$ cat src/rtl/uart_tx_serializer.sv
// uart_tx_serializer
//   Transmit stage behind the memory-mapped UART write device. Bytes arrive on
//   a valid/ready stream, are buffered in a small FIFO and are serialized onto
//   an asynchronous line. The frame is 8N1, LSB first, with a fixed baud divisor.
//
// Parameters
//   CLK_DIV    : clk cycles per serial bit (>= 2)
//   FIFO_DEPTH : byte FIFO entries (power of 2, >= 2)
//
// Ports
//   clk      : clock, all logic on posedge
//   rst      : synchronous reset, active-high (aborts any frame, flushes FIFO)
//   in_valid : byte offered by the UART device
//   in_ready : FIFO can accept a byte (= !full)
//   in_data  : byte to transmit
//   tx       : serial line, idle high, registered
//   busy     : frame in flight or FIFO non-empty
//   level    : current FIFO occupancy
//
// Optional feature
//   UART_TX_PARITY_EN : when defined, an even-parity bit is inserted between the
//                       data bits and the stop bit (11*CLK_DIV frame).

module uart_tx_serializer #(
    parameter int CLK_DIV    = 16,
    parameter int FIFO_DEPTH = 8
) (
    input  logic                          clk,
    input  logic                          rst,
    input  logic                          in_valid,
    output logic                          in_ready,
    input  logic [7:0]                    in_data,
    output logic                          tx,
    output logic                          busy,
    output logic [$clog2(FIFO_DEPTH):0]   level
);

    localparam int AW = $clog2(FIFO_DEPTH);
    localparam int CW = (CLK_DIV > 2) ? $clog2(CLK_DIV) : 1;
    localparam logic [CW-1:0] BIT_LAST = CW'(CLK_DIV - 1);
    localparam logic [AW:0]   FULL_LVL = (AW + 1)'(FIFO_DEPTH);

    localparam logic [2:0] S_IDLE   = 3'd0;
    localparam logic [2:0] S_START  = 3'd1;
    localparam logic [2:0] S_DATA   = 3'd2;
`ifdef UART_TX_PARITY_EN
    localparam logic [2:0] S_PARITY = 3'd3;
`endif
    localparam logic [2:0] S_STOP   = 3'd4;

    logic [7:0]    mem [FIFO_DEPTH];
    logic [AW-1:0] wr_ptr;
    logic [AW-1:0] rd_ptr;
    logic [AW:0]   level_r;

    logic [2:0]    state;
    logic [CW-1:0] bit_cnt;
    logic [2:0]    idx;
    logic [7:0]    sh;
    logic          tx_r;
`ifdef UART_TX_PARITY_EN
    logic          par_r;
`endif

    logic       full;
    logic       empty;
    logic       push;
    logic       pop;
    logic       bit_end;
    logic [7:0] head;

    assign full    = (level_r == FULL_LVL);
    assign empty   = (level_r == '0);
    assign push    = in_valid && !full;
    assign bit_end = (bit_cnt == BIT_LAST);
    assign head    = mem[rd_ptr];
    // A pop happens either from IDLE or at the last cycle of the stop bit. The
    // second case chains frames back-to-back with no idle gap.
    assign pop     = !empty && ((state == S_IDLE) || ((state == S_STOP) && bit_end));

    assign in_ready = !full;
    assign level    = level_r;
    assign busy     = (state != S_IDLE) || !empty;
    assign tx       = tx_r;

    // Storage has no reset so it can map onto distributed RAM.
    always_ff @(posedge clk) begin
        if (push)
            mem[wr_ptr] <= in_data;
    end

    always_ff @(posedge clk) begin
        if (rst) begin
            wr_ptr  <= '0;
            rd_ptr  <= '0;
            level_r <= '0;
        end else begin
            if (push)
                wr_ptr <= wr_ptr + AW'(1);
            if (pop)
                rd_ptr <= rd_ptr + AW'(1);
            case ({push, pop})
                2'b10:   level_r <= level_r + (AW + 1)'(1);
                2'b01:   level_r <= level_r - (AW + 1)'(1);
                default: level_r <= level_r;
            endcase
        end
    end

    always_ff @(posedge clk) begin
        if (rst) begin
            state   <= S_IDLE;
            bit_cnt <= '0;
            idx     <= '0;
            sh      <= '0;
            tx_r    <= 1'b1;
`ifdef UART_TX_PARITY_EN
            par_r   <= 1'b0;
`endif
        end else begin
            case (state)
                S_IDLE: begin
                    bit_cnt <= '0;
                    if (pop) begin
                        sh    <= head;
`ifdef UART_TX_PARITY_EN
                        par_r <= ^head;
`endif
                        state <= S_START;
                        tx_r  <= 1'b0;
                    end
                end
                S_START: begin
                    if (bit_end) begin
                        bit_cnt <= '0;
                        idx     <= '0;
                        state   <= S_DATA;
                        tx_r    <= sh[0];
                    end else begin
                        bit_cnt <= bit_cnt + CW'(1);
                    end
                end
                S_DATA: begin
                    if (bit_end) begin
                        bit_cnt <= '0;
                        if (idx == 3'd7) begin
`ifdef UART_TX_PARITY_EN
                            state <= S_PARITY;
                            tx_r  <= par_r;
`else
                            state <= S_STOP;
                            tx_r  <= 1'b1;
`endif
                        end else begin
                            // sh[1] is the bit that lands in sh[0] after this shift.
                            sh   <= sh >> 1;
                            tx_r <= sh[1];
                            idx  <= idx + 3'd1;
                        end
                    end else begin
                        bit_cnt <= bit_cnt + CW'(1);
                    end
                end
`ifdef UART_TX_PARITY_EN
                S_PARITY: begin
                    if (bit_end) begin
                        bit_cnt <= '0;
                        state   <= S_STOP;
                        tx_r    <= 1'b1;
                    end else begin
                        bit_cnt <= bit_cnt + CW'(1);
                    end
                end
`endif
                S_STOP: begin
                    if (bit_end) begin
                        bit_cnt <= '0;
                        if (pop) begin
                            sh    <= head;
`ifdef UART_TX_PARITY_EN
                            par_r <= ^head;
`endif
                            state <= S_START;
                            tx_r  <= 1'b0;
                        end else begin
                            state <= S_IDLE;
                        end
                    end else begin
                        bit_cnt <= bit_cnt + CW'(1);
                    end
                end
                default: begin
                    state   <= S_IDLE;
                    bit_cnt <= '0;
                    tx_r    <= 1'b1;
                end
            endcase
        end
    end

endmodule

$ cat config.mk
export PLATFORM = sky130hd
export DESIGN_NAME = uart_tx_serializer
export DESIGN_NICKNAME = d
export VERILOG_FILES = /design/src/rtl/uart_tx_serializer.sv
export SDC_FILE = /design/constraint.sdc
export NUM_CORES = 1
export LEC_CHECK = 0
export ABC_CLOCK_PERIOD_IN_PS = 7700
export BUFFER_PORTS_ARGS = -buffer_cell sky130_fd_sc_hd__buf_4
export CORE_MARGIN = 10
export CORE_UTILIZATION = 30
export DETAILED_ROUTE_END_ITERATION = 16
export PLACE_DENSITY = 0.5
export SLEW_MARGIN = 20
export SYNTH_ARGS = -nofsm -noshare
export SYNTH_HDL_FRONTEND = slang
export SYNTH_SLANG_ARGS = --single-unit
$ cat constraint.sdc
create_clock -name clk -period 7.7 [get_ports clk]
set_input_delay 0.77 -clock clk [delete_from_list [all_inputs] [get_ports clk]]
set_output_delay 0.77 -clock clk [all_outputs]
set_load 0.01 [all_outputs]
==> results.yml, run 1 <==
route:
  first_pass_iters: 4
  via_per_inst: 4.82
  drtIter0Drc: 187
  wl_per_cell_um: 16.3
  ant_nets: 0
  routed-via-count: 2479
  drt-total-wl_um: 8360
  route.detailed.drc: 0
worst_setup_path:
  worstSetupEndpointType: "flop"
  crit_arrival_ns: 3.05
  crit_chain: "ha_1, nand3_4, a2111oi_4, ha_1, xor2_1, ha_1, a41oi_1, mux2i_1, mux2_2"
  cp_common_cell: "ha_1"
  crit_type: "reg -> reg"
  reg2reg_slack_ns: 4.88
  worstSetupStartpointType: "flop"
  cp_slowest_cell: "a2111oi_4"
  slowest_delay_ns: 0.58
  cp_top_family: "adder cells"
  worstPathRequired_ns: 7.93
  timing.critical_path.fanout_max: 7
  cp_num_buf_inv: 0
clock_tree:
  cts_tree: "done"
  cts_sinks: 96
  clkTransAtPathRegs_ns: 0.07
  cts.path.max_buffers: 2
  cts_resized: 0
  cts_root_buf: "clkbuf_16"
  clock_latency_ns: 0.34
  postCtsSetupBuffers: 0
  hold_buffers: 0
  cts.htree.levels: 3
  numCtsBuffers: 9
final_layout:
  syn2layout_area_growth_pct: 15.5
  antenna_cells: 0
  seqCellArea_um2: 2560
  multiInputGateArea_um2: 1480
  num-fill-cells: 1344
  final_common_cell: "edfxtp_1"
  drive_gt1_share_pct: 16.3
  layout.nets: 351
  final_cell_mix: "64 x edfxtp_1, 39 x nor2_1, 31 x dfxtp_1"
floorplanning:
  fp.dieH_um: 137
  core_area_um2: 13300
  dieArea_um2: 18800
  start_util_pct: 30.9
  num_rows: 42
  ios: 18
  fp.dieW_um: 137
timing:
  worst_slew_pin_slew_ns: 1.05
  slew_headroom_pct: 29.9
  fin_crit_ns: 2.82
  timing.fmax_mhz: 355
  maxSlewViolCount: 0
  hold_viol: 0
  whs_ns: 0.448
  fin_worst_skew_ns: 0.00295
  post-route-period-util_pct: 36.6
  tns_ns: 0
  final-setup-viol-count: 0
  rsz0062_at_grt: "false"
run:
  cap_violations: 0
place:
  io_buffers: 17
  dpl.hpwl_um: 5310
  place_congestion: 0.776
global_routing:
  grt_pass1_wl_um: 13400
  grt_pass1_vias: 2473
  track_usage_pct: 9.45
  antenna_found_initial: 0
  grt_max_degree: 38
  overflow: 0
logic_synthesis:
  synth_ff_type: "edfxtp_1"
  synth_edf_count: 64
  synth_top_area_share_pct: 46.6
  synthCells: 317
  seq_area_frac_synth_pct: 62.2
  synth.cell_area_um2: 4120
  ys_types: 45
  syn_avg_cell_area_um2: 13.0
  ys_warn_count: 0
  ys_async_sr_fraction_pct: 0
  yosys_register_bits: 96
  yosys.area.top_type: "edfxtp_1"
  synth.area.top_cells: "edfxtp_1 47%, dfxtp_1 16%, mux2i_1 6.1%, nor2_1 3.6%, ha_1 2.1%"
  synth_nets: 335
power_and_ir_drop:
  max-vdd-ir-drop_uv: 166
  powerDensity_nw_per_um2: 340
  leakage_nw: 1.64
min_path:
  hold_path_class: "reg -> reg"
outcome:
  status: "completed"
==> path summary, 6_finish.rpt <==
path,end,startpoint,depth (start not counted)
setup / recovery,level[2]$_SDFFE_PP0P_,bit_cnt[0]$_SDFF_PP0_,9
hold reg to reg,bit_cnt[0]$_SDFF_PP0_,bit_cnt[0]$_SDFF_PP0_,1
hold / removal,bit_cnt[0]$_SDFF_PP0_,bit_cnt[0]$_SDFF_PP0_,1
setup reg to reg,level[2]$_SDFFE_PP0P_,bit_cnt[0]$_SDFF_PP0_,9
==> synth_stat cells, types with 2 or more instances <==
| cell type | n |
|---|---|
| a2111oi_0 | 8 |
| a211oi_1 | 11 |
| a211oi_2 | 3 |
| a21oi_1 | 12 |
| a221o_1 | 2 |
| a22o_1 | 7 |
| buf_2 | 4 |
| buf_6 | 3 |
| clkbuf_1 | 6 |
| dfxtp_1 | 32 |
| edfxtp_1 | 64 |
| ha_1 | 7 |
| inv_1 | 4 |
| mux2_2 | 2 |
| mux2i_1 | 25 |
| mux4_2 | 2 |
| nand2_1 | 14 |
| nand2b_1 | 7 |
| nand3_1 | 6 |
| nor2_1 | 39 |
| nor2b_1 | 12 |
| nor3_1 | 11 |
| nor4_1 | 2 |
| o21ai_0 | 5 |
| xnor2_1 | 3 |
| xor2_1 | 7 |
==> stage by stage <==
stage / worst slack [ns] / utilization, % / instances / cell area [um2] / power (W)
floorplan: 5.09 / - / 317 / 4120 / 0.00103
finish: 4.88 / 35.6 / 514 / 4760 / 0.00162
detailed placement: 4.86 / 33.2 / 498 / 4430 / 0.00116
global route: 4.66 / 35.6 / 514 / 4760 / 0.00172
CTS: 4.85 / 35.6 / 514 / 4760 / 0.00165
global placement: 4.93 / 33.2 / 498 / 4430 / 0.00115
==> logic make-up (layout without fill, tap and decap cells) <==
family / Yosys count / count (layout) / share of synthesized area (%)
AND/OR/NAND/NOR: 99 / 99 / 12.2
adder cells (fa/ha/maj): 7 / 7 / 2.13
AO/OA/AOI/OAI: 56 / 56 / 10.8
flip-flops: 96 / 96 / 62.2
multiplexers: 30 / 30 / 8.08
buffers and inverters: 19 / 40 / 2.49
XOR/XNOR: 10 / 10 / 2.13
==> report_power, final <==
group / switching, W / total, W / leakage [nW] / internal [W]
Combinational: 0.000256 / 0.000462 / 0.631 / 0.000206
Sequential: 0.0000571 / 0.000672 / 0.843 / 0.000615
Clock: 0.000196 / 0.000486 / 0.162 / 0.000289
Total: 0.000509 / 0.00162 / 1.64 / 0.00111
==> cell type report <==
type,instances,area share (%)
Clock buffer,9,4.73
Clock inverter,7,2.16
Inverter,4,0.316
Multi-Input combinational cell,202,31.1
Sequential cell,96,53.9
Tap cell,176,4.63
Timing Repair Buffer,20,3.16
==> flip-flops by register name (all words and copies together), names as in the netlist, named ones only <==
signal,count
bit_cnt,4
idx,3
rd_ptr,3
mem,64
state,3
sh,8
tx,1
wr_ptr,3
level,4
==> routing by layer <==
metal	part of all wire [%]	track usage (%)	up-vias	routed length [um]
li1	-	-	1233	-
met1	49	12.8	1205	4090
met2	46	13.9	34	3810
met3	4.0	2.55	7	337
met4	1.5	4.22	0	122
met5	0	0	-	0
(Power assumes the default switching activity.)
==> inputs of run 2 (changes only) <==
ABC_AREA = 1   (was unset)
ABC_CLOCK_PERIOD_IN_PS = 2400   (was 7700)
PLACE_DENSITY = 0.51   (was 0.5)
clock period = 2.4 ns   (was 7.7 ns; I/O delays follow)
==> results.yml, run 2 <==
clock_tree:
  cts_tree: "done"
  cts.path.max_buffers: 2
  clkTransAtPathRegs_ns: 0.06
  cts_sinks: 96
  numCtsBuffers: 9
  cts_resized: 0
  postCtsSetupBuffers: 0
  cts.htree.levels: 3
  clock_latency_ns: 0.34
  hold_buffers: 0
  cts_root_buf: "clkbuf_16"
timing:
  final-setup-viol-count: 0
  post-route-period-util_pct: 87.2
  timing.fmax_mhz: 478
  rsz0062_at_grt: "false"
  tns_ns: 0
  hold_viol: 0
  fin_worst_skew_ns: 0.0102
  slew_headroom_pct: 59.1
  maxSlewViolCount: 0
  fin_crit_ns: 2.09
  worst_slew_pin_slew_ns: 0.613
min_path:
  hold_path_class: "in -> reg"
final_layout:
  layout.nets: 457
  drive_gt1_share_pct: 16.7
  num-fill-cells: 1426
  syn2layout_area_growth_pct: 15.7
  final_cell_mix: "79 x nor2_1, 64 x edfxtp_1, 47 x nand2_1"
  regMostFlops: "mem"
  final_common_cell: "nor2_1"
  largest_registers: "mem x64, sh x8"
  antenna_cells: 0
  stdcell_count: 623
  largest_reg_flops: 64
  seqCellArea_um2: 2560
  multiInputGateArea_um2: 1400
logic_synthesis:
  yosys-top-cells-count: "79 x nor2_1, 64 x edfxtp_1, 47 x nand2_1"
  syn_avg_cell_area_um2: 10.1
  synth_fa_ha_area_share_pct: 2.10
  yosys.area.top_type: "edfxtp_1"
  synth_xor_area_share_pct: 0.840
  ys_warn_count: 0
  synth_edf_count: 64
  synth.cell_area_um2: 4170
  ys_async_sr_fraction_pct: 0
  synth_most_common_cell: "nor2_1"
  synthCells: 413
  muxShareOfSynthArea_pct: 0
  seq_area_frac_synth_pct: 61.5
  synthSimpleGateAreaFrac_pct: 19.0
  synth.area.top_cells: "edfxtp_1 46%, dfxtp_1 15%, nor2_1 7.1%, o21ai_0 5.5%, nand2_1 4.2%"
  synth_nets: 431
  yosys_register_bits: 96
  synth_top_family_by_area: "simple AND/OR/NAND/NOR gates"
  ys_types: 33
  synth_top_area_share_pct: 46.1
  synth_ff_type: "edfxtp_1"
  synth_compound_area_share_pct: 11.5
place:
  dp.cells: 608
  place_congestion: 0.764
  dpl.hpwl_um: 5740
  io_buffers: 17
worst_setup_path:
  worstSetupStartpointType: "flop"
  crit_type: "reg -> reg"
  timing.critical_path.fanout_max: 7
  worstPathRequired_ns: 2.64
  worstSetupEndpointType: "flop"
  crit_arrival_ns: 2.33
power_and_ir_drop:
  powerDensity_nw_per_um2: 1100
  max-vdd-ir-drop_uv: 362
  leakage_nw: 1.82
floorplanning:
  fp.dieH_um: 138
  core_area_um2: 13800
  start_util_pct: 30.3
  dieArea_um2: 19000
  fp.dieW_um: 138
  ios: 18
  num_rows: 43
global_routing:
  track_usage_pct: 10.1
  grt_pass1_wl_um: 14800
  grt_pass1_vias: 2823
  grt_max_degree: 39
  antenna_found_initial: 0
  overflow: 0
route:
  routed-via-count: 2853
  drtIter0Drc: 200
  first_pass_iters: 4
  drt-total-wl_um: 8880
  via_per_inst: 4.58
  route.detailed.drc: 0
  wl_per_cell_um: 14.3
  ant_nets: 0
outcome:
  status: "completed"
run:
  cap_violations: 0
run 2: path summary, 6_finish.rpt:
| path | slack (ns) | cells past startpoint | endpoint | start |
|---|---|---|---|---|
| worst max register to register | 0.31 | 13 | level[2]$_SDFFE_PP0P_ | bit_cnt[0]$_SDFF_PP0_ |
| worst max-delay path | 0.31 | 13 | level[2]$_SDFFE_PP0P_ | bit_cnt[0]$_SDFF_PP0_ |
| worst min-delay path | 0.13 | 1 | mem[0][3]$_DFFE_PP_ | in_data[3] |
| worst min register to register | 0.44 | 1 | bit_cnt[0]$_SDFF_PP0_ | bit_cnt[0]$_SDFF_PP0_ |
run 2: critical path, stage by stage (launching register included):
cell	delay, ns
dfxtp_1	0.35
ha_1	0.25
nand3_4	0.14
nand2_2	0.11
inv_1	0.07
nor2_4	0.16
ha_1	0.24
xor2_1	0.20
ha_1	0.17
inv_1	0.05
nand3_1	0.07
nand2_1	0.05
nor2_1	0.09
nor2_1	0.04
run 2: per-stage QoR:
stage	power [W]	util [%]	area [um2]	hold WS, ns	setup slack, ns
after floorplan	0.00353	-	4170	0.339	0.496
final	0.00532	35.0	4820	0.128	0.308
after global routing	0.00573	35.0	4820	0.118	0.0509
after detailed placement	0.00396	32.9	4530	0.443	0.297
after CTS	0.00540	35.0	4820	0.116	0.289
after global placement	0.00393	32.9	4530	0.431	0.377
run 2: final cells by class:
type | count | share of cell area (%)
flip-flops and latches | 96 | 53.1
well taps | 180 | 4.67
multi-input cells | 270 | 28.9
clock buffers | 9 | 4.67
inverters | 33 | 2.67
clock inverters | 6 | 1.43
repair buffers | 29 | 4.51
run 2: per-layer routing:
layer / vias to the layer above / global-route usage, % / part of all wire, %
li1: 1458 / - / -
met1: 1355 / 13.0 / 48
met2: 33 / 15.8 / 48
met3: 7 / 2.75 / 3.0
met4: 0 / 4.06 / 1.3
met5: - / 0 / 0
run 2: logic make-up after synthesis:
kind of cell | count (synthesis)
AO/OA/AOI/OAI | 86
XOR/XNOR | 4
adder cells (fa/ha/maj) | 7
buffers and inverters | 47
flip-flops | 96
AND/OR/NAND/NOR | 173
run 2: where the power goes:
group	internal, W	switching (W)
clock	0.000807	0.000622
combinational	0.000636	0.00115
sequential	0.00196	0.000142
total	0.00341	0.00191
